## src/rtl/spi_pkg.sv

```systemverilog
// ---------------------------------------------------------------------------
// spi_pkg
//  Definitions shared by the SPI mode-0 master TX and slave RX blocks.
//  SPI_DATA_W     : bits per SPI byte, MSB first
//  MIN_OVERSAMPLE : minimum In_clk cycles per SCLK period
//  spi_state_t    : receiver FSM encoding (ST_IDLE, ST_RECV)
// ---------------------------------------------------------------------------
package spi_pkg;

   localparam int SPI_DATA_W     = 8;
   localparam int MIN_OVERSAMPLE = 8;

   typedef enum logic {
      ST_IDLE = 1'b0,
      ST_RECV = 1'b1
   } spi_state_t;

endpackage

```

## src/rtl/spi_slave_rx_mode0_if.sv

```systemverilog
// ---------------------------------------------------------------------------
// spi_slave_rx_mode0_if
//  SPI pins plus the received-byte bus of the mode-0 slave receiver.
//  In_spi_cs_n / In_spi_sclk / In_spi_mosi : SPI pins, driven by the master side
//  Out_rx_data  : last completed byte
//  Out_rx_valid : one-cycle pulse, Out_rx_data updated
//  Out_rx_busy  : frame open
//  Out_rx_err   : one-cycle pulse, frame closed mid-byte
//  modport slave  : receiver view (pins in, rx bus out)
//  modport master : driver/consumer view (pins out, rx bus in)
// ---------------------------------------------------------------------------
interface spi_slave_rx_mode0_if;
   import spi_pkg::*;

   logic                  In_spi_cs_n;
   logic                  In_spi_sclk;
   logic                  In_spi_mosi;
   logic [SPI_DATA_W-1:0] Out_rx_data;
   logic                  Out_rx_valid;
   logic                  Out_rx_busy;
   logic                  Out_rx_err;

   modport slave (
      input  In_spi_cs_n, In_spi_sclk, In_spi_mosi,
      output Out_rx_data, Out_rx_valid, Out_rx_busy, Out_rx_err
   );

   modport master (
      output In_spi_cs_n, In_spi_sclk, In_spi_mosi,
      input  Out_rx_data, Out_rx_valid, Out_rx_busy, Out_rx_err
   );

endinterface

```

## src/rtl/spi_slave_rx_mode0_sync.sv

```systemverilog
// ---------------------------------------------------------------------------
// spi_sync_bit
//  Multi-flop synchronizer for one asynchronous input bit.
//  In_clk : system clock
//  In_rst : synchronous active-high reset, loads RST_VAL into every stage
//  In_d   : asynchronous input
//  Out_q  : synchronized output, STAGES cycles of delay
// ---------------------------------------------------------------------------
module spi_sync_bit #(
   parameter int   STAGES  = 2,
   parameter logic RST_VAL = 1'b0
) (
   input  logic In_clk,
   input  logic In_rst,
   input  logic In_d,
   output logic Out_q
);

   if (STAGES < 2) begin : g_bad_stages
      $fatal(1, "spi_sync_bit: STAGES must be >= 2");
   end

   logic [STAGES-1:0] sync_p0;

   always_ff @(posedge In_clk) begin
      if (In_rst) begin
         sync_p0 <= {STAGES{RST_VAL}};
      end else begin
         sync_p0 <= {sync_p0[STAGES-2:0], In_d};
      end
   end

   assign Out_q = sync_p0[STAGES-1];

endmodule

```

## src/rtl/spi_slave_rx_mode0.sv

```systemverilog
// ---------------------------------------------------------------------------
// spi_slave_rx_mode0
//  SPI mode-0 (CPOL=0, CPHA=0) slave receiver, 8-bit MSB first. The SPI pins
//  are oversampled in the In_clk domain, MOSI is shifted on each SCLK rise
//  while CS_N is low, and each completed byte is presented with a one-cycle
//  valid pulse. A frame closed part-way through a byte raises a one-cycle err.
//  In_clk : system clock
//  In_rst : synchronous active-high reset
//  bus    : spi_slave_rx_mode0_if.slave (SPI pins in, rx data/valid/busy/err out)
// ---------------------------------------------------------------------------
module spi_slave_rx_mode0
   import spi_pkg::*;
#(
   parameter int REF_CLK     = 50_000_000,
   parameter int SPI_SCLK    = 50_000,
   parameter int SYNC_STAGES = 2
) (
   input logic                 In_clk,
   input logic                 In_rst,
   spi_slave_rx_mode0_if.slave bus
);

   localparam int                CNT_W    = $clog2(SPI_DATA_W);
   localparam logic [CNT_W-1:0] CNT_LAST = CNT_W'(SPI_DATA_W - 1);

   if ((REF_CLK / SPI_SCLK) < MIN_OVERSAMPLE || SYNC_STAGES < 2) begin : g_bad_params
      $fatal(1, "spi_slave_rx_mode0: need REF_CLK/SPI_SCLK >= 8 and SYNC_STAGES >= 2");
   end

   // Stage p0: synchronizers (equal depth keeps MOSI aligned with SCLK)
   logic cs_s, sclk_s, mosi_s;

   spi_sync_bit #(.STAGES(SYNC_STAGES), .RST_VAL(1'b1)) u_sync_cs (
      .In_clk(In_clk), .In_rst(In_rst), .In_d(bus.In_spi_cs_n), .Out_q(cs_s)
   );
   spi_sync_bit #(.STAGES(SYNC_STAGES), .RST_VAL(1'b0)) u_sync_sclk (
      .In_clk(In_clk), .In_rst(In_rst), .In_d(bus.In_spi_sclk), .Out_q(sclk_s)
   );
   spi_sync_bit #(.STAGES(SYNC_STAGES), .RST_VAL(1'b0)) u_sync_mosi (
      .In_clk(In_clk), .In_rst(In_rst), .In_d(bus.In_spi_mosi), .Out_q(mosi_s)
   );

   // Stage p1: edge detect, FSM, bit counter, shift register
   logic cs_d, sclk_d;
   logic sclk_rise, cs_fall, cs_rise;

   always_ff @(posedge In_clk) begin
      if (In_rst) begin
         cs_d   <= 1'b1;
         sclk_d <= 1'b0;
      end else begin
         cs_d   <= cs_s;
         sclk_d <= sclk_s;
      end
   end

   assign sclk_rise = sclk_s & ~sclk_d;
   assign cs_fall   = ~cs_s & cs_d;
   assign cs_rise   = cs_s & ~cs_d;

   spi_state_t            state_q, state_d;
   logic [CNT_W-1:0]      bit_cnt_q;
   logic [SPI_DATA_W-1:0] shift_q;
   logic                  cnt_clr, shift_en, err_set, byte_done;
   logic                  vld_p1;

   always_ff @(posedge In_clk) begin
      if (In_rst) begin
         state_q <= ST_IDLE;
      end else begin
         state_q <= state_d;
      end
   end

   always_comb begin
      state_d  = state_q;
      cnt_clr  = 1'b0;
      shift_en = 1'b0;
      err_set  = 1'b0;
      case (state_q)
         ST_IDLE: begin
            if (cs_fall) begin
               state_d = ST_RECV;
               cnt_clr = 1'b1;
            end
         end
         ST_RECV: begin
            // cs_rise wins over a coincident SCLK edge; that edge is dropped
            if (cs_rise) begin
               state_d = ST_IDLE;
               err_set = (bit_cnt_q != '0);
            end else if (sclk_rise && !cs_s) begin
               shift_en = 1'b1;
            end
         end
         default: state_d = ST_IDLE;
      endcase
   end

   assign byte_done = shift_en && (bit_cnt_q == CNT_LAST);

   // bit_cnt wraps 7->0 on byte completion so CS_N may stay low across bytes;
   // the shift register is never cleared since 8 edges flush it completely.
   always_ff @(posedge In_clk) begin
      if (In_rst) begin
         bit_cnt_q <= '0;
         shift_q   <= '0;
         vld_p1    <= 1'b0;
      end else begin
         vld_p1 <= byte_done;
         if (cnt_clr) begin
            bit_cnt_q <= '0;
         end else if (shift_en) begin
            bit_cnt_q <= bit_cnt_q + CNT_W'(1);
         end
         if (shift_en) begin
            shift_q <= {shift_q[SPI_DATA_W-2:0], mosi_s};
         end
      end
   end

   // Stage p2: output registers
   logic [SPI_DATA_W-1:0] rx_data_p2;
   logic                  rx_valid_p2, rx_err_p2;

   always_ff @(posedge In_clk) begin
      if (In_rst) begin
         rx_data_p2  <= '0;
         rx_valid_p2 <= 1'b0;
         rx_err_p2   <= 1'b0;
      end else begin
         rx_valid_p2 <= vld_p1;
         rx_err_p2   <= err_set;
         if (vld_p1) begin
            rx_data_p2 <= shift_q;
         end
      end
   end

   assign bus.Out_rx_data  = rx_data_p2;
   assign bus.Out_rx_valid = rx_valid_p2;
   assign bus.Out_rx_err   = rx_err_p2;
   assign bus.Out_rx_busy  = (state_q == ST_RECV);

endmodule

```

## src/flat_wrapper.sv

```systemverilog
// flat-port wrapper written by rule: the top's interface ports become plain ports
module spi_slave_rx_mode0_flat import spi_pkg::*;
#(
   parameter int REF_CLK     = 50_000_000,
   parameter int SPI_SCLK    = 50_000,
   parameter int SYNC_STAGES = 2
)
  (In_clk, In_rst, bus_In_spi_cs_n, bus_In_spi_sclk, bus_In_spi_mosi, bus_Out_rx_data, bus_Out_rx_valid, bus_Out_rx_busy, bus_Out_rx_err);
  spi_slave_rx_mode0_if bus_i ();
  input logic In_clk;
  input logic In_rst;
  input wire logic [$bits(bus_i.In_spi_cs_n)-1:0] bus_In_spi_cs_n;
  input wire logic [$bits(bus_i.In_spi_sclk)-1:0] bus_In_spi_sclk;
  input wire logic [$bits(bus_i.In_spi_mosi)-1:0] bus_In_spi_mosi;
  output wire logic [$bits(bus_i.Out_rx_data)-1:0] bus_Out_rx_data;
  output wire logic [$bits(bus_i.Out_rx_valid)-1:0] bus_Out_rx_valid;
  output wire logic [$bits(bus_i.Out_rx_busy)-1:0] bus_Out_rx_busy;
  output wire logic [$bits(bus_i.Out_rx_err)-1:0] bus_Out_rx_err;
  assign bus_i.In_spi_cs_n = bus_In_spi_cs_n;
  assign bus_i.In_spi_sclk = bus_In_spi_sclk;
  assign bus_i.In_spi_mosi = bus_In_spi_mosi;
  assign bus_Out_rx_data = bus_i.Out_rx_data;
  assign bus_Out_rx_valid = bus_i.Out_rx_valid;
  assign bus_Out_rx_busy = bus_i.Out_rx_busy;
  assign bus_Out_rx_err = bus_i.Out_rx_err;
  spi_slave_rx_mode0 #(.REF_CLK(REF_CLK), .SPI_SCLK(SPI_SCLK), .SYNC_STAGES(SYNC_STAGES)) u_core (.In_clk(In_clk), .In_rst(In_rst), .bus(bus_i));
endmodule
```

## config.mk

```make
export PLATFORM = sky130hd
export DESIGN_NAME = spi_slave_rx_mode0_flat
export DESIGN_NICKNAME = d
export VERILOG_FILES = /design/src/rtl/spi_pkg.sv /design/src/rtl/spi_slave_rx_mode0_if.sv /design/src/rtl/spi_slave_rx_mode0_sync.sv /design/src/rtl/spi_slave_rx_mode0.sv /design/src/flat_wrapper.sv
export SDC_FILE = /design/constraint.sdc
export NUM_CORES = 1
export LEC_CHECK = 0
export CORE_MARGIN = 2
export CORE_UTILIZATION = 46
export DETAILED_ROUTE_END_ITERATION = 8
export GPL_TIMING_DRIVEN = 0
export PLACE_DENSITY = 0.77
export SYNTH_ARGS = -nofsm -noshare
export SYNTH_HDL_FRONTEND = slang
export SYNTH_SLANG_ARGS = --single-unit
```

## constraint.sdc

```tcl
create_clock -name In_clk -period 1.1 [get_ports In_clk]
set_clock_uncertainty 0.2 [all_clocks]
set_input_delay 0.22 -clock In_clk [delete_from_list [all_inputs] [get_ports In_clk]]
set_output_delay 0.22 -clock In_clk [all_outputs]
set_load 0.02 [all_outputs]
```

Word-level counts from Yosys, hierarchy flattened

Index checks and enable logic that the tools add are counted.

Register bits after elaboration: 31

Bitwise gates (word level): 8
Multiplexer cells: 7
Eq/ne operators: 1
$add $sub $neg: 1
Reduce and logical (&&, ||, !) cells: 6

Operators by type and width:

| cell                | count |
|---|---|
| $mux 1              | 6 |
| $not 1->1           | 5 |
| $add 3x1->3 const B | 1 |
| $and 1x1->1         | 3 |
| $eq 3x3->1 const B  | 1 |
| $reduce_bool 3->1   | 1 |
| $reduce_or 3->1     | 1 |
| $logic_and 1x1->1   | 2 |
| $pmux 1 s2          | 1 |
| $reduce_or 2->1     | 1 |
| $logic_not 1->1     | 1 |

Depth between registers and ports, before layout

Depth in word-level cells: 7
Mapped depth: 4
Gate-level depth less buffers: 4

Hierarchy

Synthesis repeated with hierarchy kept, for this count alone.

Cell total of the unflattened synthesis: 110
Area, all modules: 1128.6 sq um

Modules (own cells, without submodules):

| module             | seq. area each (sq um) | instances | area each (sq um) | cells an instance |
|---|---|---|---|---|
| spi_slave_rx_mode0 | 500.5                  | 1         | 970.9             | 98 |
| spi_sync_bit       | 40.0                   | 3         | 52.6              | 4 |

Worst setup path before layout

No wires, ideal clock.

Path kind: reg-to-reg
Start point: register u_core.state_q, in the netlist u_core.bus.Out_rx_busy
End point: register u_core.shift_q[6]
Path slack: -0.202 ns
Period minus slack after synthesis: 1.302 ns
Stages on the path, launching flop included: 5
Data arrival time: 1.032 ns
Cell sequence: dfxtp_1 -> and4bb_1 -> buf_4 -> nand2_1 -> a21oi_1

Longest elaborated chain between the ends: 1

Ends and longest elaborated chain:

| element                | line                      | text |
|---|---|---|
| start, declared        | spi_slave_rx_mode0.sv:61  | `spi_state_t state_q, state_d;` |
| start signal, assigned | spi_slave_rx_mode0.sv:71  | `state_q <= state_d;` |
| $mux 1                 | spi_slave_rx_mode0.sv:80  | `case (state_q)` |
| end signal, assigned   | spi_slave_rx_mode0.sv:117 | `shift_q <= {shift_q[SPI_DATA_W-2:0], mosi_s};` |
| end, declared          | spi_slave_rx_mode0.sv:63  | `logic [SPI_DATA_W-1:0] shift_q;` |

No other way between the ends.
A chain may end at the register's enable or synchronous reset.

Final worst setup path

Ends and elaborated chain as after synthesis.

==> run_results.csv <==
group,metric,value,unit
logic_synthesis,synth_area,0.00108,mm^2
place,port_buffers,14,
finish,fillers,165,
die,die-width,52.5,um
critical_path,cp_data_required_time,1.16,ns
logic_synthesis,synth_top_family_by_area,"simple AND/OR/NAND/NOR gates",
pwr,total_power,1.95,mW
sta,max_freq,791,MHz
detailed_routing,ant_nets,0,
finish,post-route-util,67.4,%
die,core_area,0.00221,mm^2
clock_network,clk_pin_slew,0.09,ns
place,dp.cells,154,
logic_synthesis,synth-xor-area-share,0,%
logic_synthesis,syn_inst,112,
global_routing,first_global_vias,731,
clock_network,clock_latency,0.32,ns
logic_synthesis,synth_compound_area_share,7.51,%
sta,tns,-2.79,ns
clock_network,clock-sinks,31,
sta,fin_crit_sh,115,%
die,ioPinCount,16,
logic_synthesis,synth.distinct_cells,19,
die,die_h,52.5,um
clock_network,cts_buffers,5,
die,fp.dieArea,0.00276,mm^2
logic_synthesis,async_reset_ff_share,0,%
sta,final_hold_viol_count,1,
logic_synthesis,ys_warn_count,0,
global_routing,grtUsageMet2,25.0,%
logic_synthesis,synth-seq-cells,31,
sta,worst_pin_slew,0.483,ns
detailed_routing,viasPerCell,4.95,
sta,rsz0062_at_grt,"true",
logic_synthesis,yosysTopAreaCell,"dfxtp_1",
flow_run,maxCapViolCount,0,
detailed_routing,routed_wl,1.94,mm
detailed_routing,drt_pass1_iterations,4,
hold_path,min_path_type,"in2reg",
clock_network,cts-root-buf,"clkbuf_4",
finish,layoutNonFillerInstCount,169,
global_routing,top_usage_layer,"met2",
clock_network,clockBufferDepth,2,
logic_synthesis,synth_area_leaders,"dfxtp_1, nand2_1, mux2i_1",
global_routing,grt_max_degree,11,
sta,worst_slack,-0.164,ns
global_routing,grt_remaining_overflow,0,
sta,min_period,1.26,ns
critical_path,crit_type,"reg2reg",
sta,final_max_slew_viol_count,0,
place,dp_hpwl,1.19,mm
logic_synthesis,avgSynthCellArea,9.67,um^2
logic_synthesis,yosysMostFrequentCell,"dfxtp_1",
global_routing,antenna_found_initial,0,
global_routing,grt_util_all_layers,16.0,%
global_routing,grt_pass1_wl,3.09,mm
clock_network,cts_tree,"yes",
clock_network,htree_num_levels,2,
run_status,outcome,"finished, violations left",
detailed_routing,wl_per_cell,11.5,um
global_routing,grt_use_met3,6.86,%
place,post-place-ws,-0.277,ns
place,place.gp.congestion,0.710,
global_routing,use_met1,19.4,%
sta,setup_viol,24,
critical_path,cp_data_arrival_time,1.32,ns
critical_path,cp_max_fo,5,
logic_synthesis,synth_fa_ha_area_share,3.46,%
logic_synthesis,synth_edf_count,0,
critical_path,cp-start-kind,"flop",
critical_path,endpoint_kind,"flop",
die,start_util,49.0,%
die,rows,17,
finish,syn_to_final_growth,37.6,%
sta,slew-limit-headroom,67.8,%
detailed_routing,drc,0,
logic_synthesis,ys.flop_type,"dfxtp_1",
finish,fin_nets,148,
logic_synthesis,synth-simple-area-share,20.0,%
pwr,leakage,0.557,nW
detailed_routing,drt_first_iter_violations,7,
logic_synthesis,syn_nets,120,
logic_synthesis,ys_seq_area_share,57.3,%
sta,hold_ws,-0.00814,ns
finish,drive_gt1_share,43.3,%
logic_synthesis,synth_top_area_share,57.3,%
pwr,power_density,1310,mW/mm^2
run_status,violations,"negative hold slack, negative setup slack",
finish,diodes,0,
detailed_routing,via_count,836,
pwr,ir_drop,1.05,mV
logic_synthesis,synth.area.mux_share,7.39,%
logic_synthesis,yosys-top-cells-count,"dfxtp_1, nand2_1, a21oi_1, nor2_1, mux2i_1",
==> stage by stage <==
step,cell area (um^2),hold WS (ns)
CTS,1450,-0.0227
global route,1490,0.00197
detailed placement,1280,0.197
global placement,1280,0.191
finish,1490,-0.00814
floorplan,1100,0.124
==> placed cells by master, fill, tap and decap left out, types with 2 or more instances in the layout <==
| master | Yosys | layout |
|---|---|---|
| dfxtp_1 | 31 | 16 |
| clkbuf_1 | 1 | 2 |
| buf_6 | 0 | 17 |
| nand2_2 | 0 | 2 |
| dfxtp_2 | 0 | 14 |
| or2_2 | 3 | 3 |
| a21oi_2 | 0 | 5 |
| clkbuf_4 | 0 | 5 |
| inv_1 | 4 | 3 |
| nor2b_1 | 6 | 6 |
| mux2i_1 | 8 | 8 |
| clkbuf_8 | 0 | 2 |
| buf_4 | 2 | 4 |
| nor2_1 | 9 | 9 |
| a21oi_1 | 12 | 7 |
| ha_2 | 0 | 2 |
| nand2_1 | 24 | 22 |
| clkdlybuf4s50_1 | 0 | 3 |
==> final cells by class <==
class                      instances  area (um^2)  area share (%)
buffer                             6         46.3            3.10
clock buffer                       8         68.8            4.61
inverter                           4         15.0            1.01
multi-input combinational         71          467            31.3
sequential                        31          642            43.0
tap                               28         35.0            2.35
timing repair buffer              21          218            14.6
==> state kept, by name, summed over array words and instances, names as in the netlist <==
name / count
u_core.bit_cnt_q: 3
u_core.bus.Out_rx_busy: 1
u_core.bus.Out_rx_data: 8
u_core.bus.Out_rx_err: 1
u_core.bus.Out_rx_valid: 1
u_core.cs_d: 1
u_core.sclk_d: 1
u_core.shift_q: 8
u_core.u_sync_cs.sync_p0: 2
u_core.u_sync_mosi.sync_p0: 2
u_core.u_sync_sclk.sync_p0: 2
u_core.vld_p1: 1
==> timing repair <==
action                     in CTS  in global routing
resized for setup              89                  9
hold endpoints to repair        7                  0
gates cloned                    2                  1
setup buffers                   3                  1
setup endpoints to repair      32                 26
pin swaps                       5                  1
==> final timing paths <==
check / from / to / slack [ns] / cells after the start
worst max-delay path: u_core.bus.Out_rx_busy / u_core.shift_q[6] / -0.16 / 4
worst min-delay path: In_rst / u_core.bus.Out_rx_err / -0.008 / 2
worst max register to register: u_core.bus.Out_rx_busy / u_core.shift_q[6] / -0.16 / 4
worst min register to register: u_core.u_sync_cs.sync_p0[0] / u_core.u_sync_cs.sync_p0[1] / 0.22 / 1
==> metal layers <==
layer / share of wire (%) / wire (um)
met2: 51 / 987
met3: 3.8 / 74
met4: 0.46 / 9
met5: 0 / 0
met1: 45 / 867
==> power by group <==
| group | leakage, nW | switching (mW) | total [mW] | internal [mW] |
|---|---|---|---|---|
| combinational | 0.261 | 0.0352 | 0.0701 | 0.0349 |
| clock | 0.0386 | 0.359 | 0.735 | 0.376 |
| sequential | 0.258 | 0.00900 | 1.14 | 1.14 |
==> critical path, stage by stage, from the launching register on <==
cell	delay (ns)
dfxtp_4	0.39
and4bb_2	0.30
buf_6	0.14
nand2_1	0.07
a21oi_2	0.10
==> cells by family after synthesis <==
kind of cell | after synthesis
multiplexers | 8
AO/OA/AOI/OAI | 15
AND/OR/NAND/NOR | 45
buffers and inverters | 10
adder cells (fa/ha/maj) | 3
flip-flops | 31
Note: power is estimated with default switching activity, not from simulation.
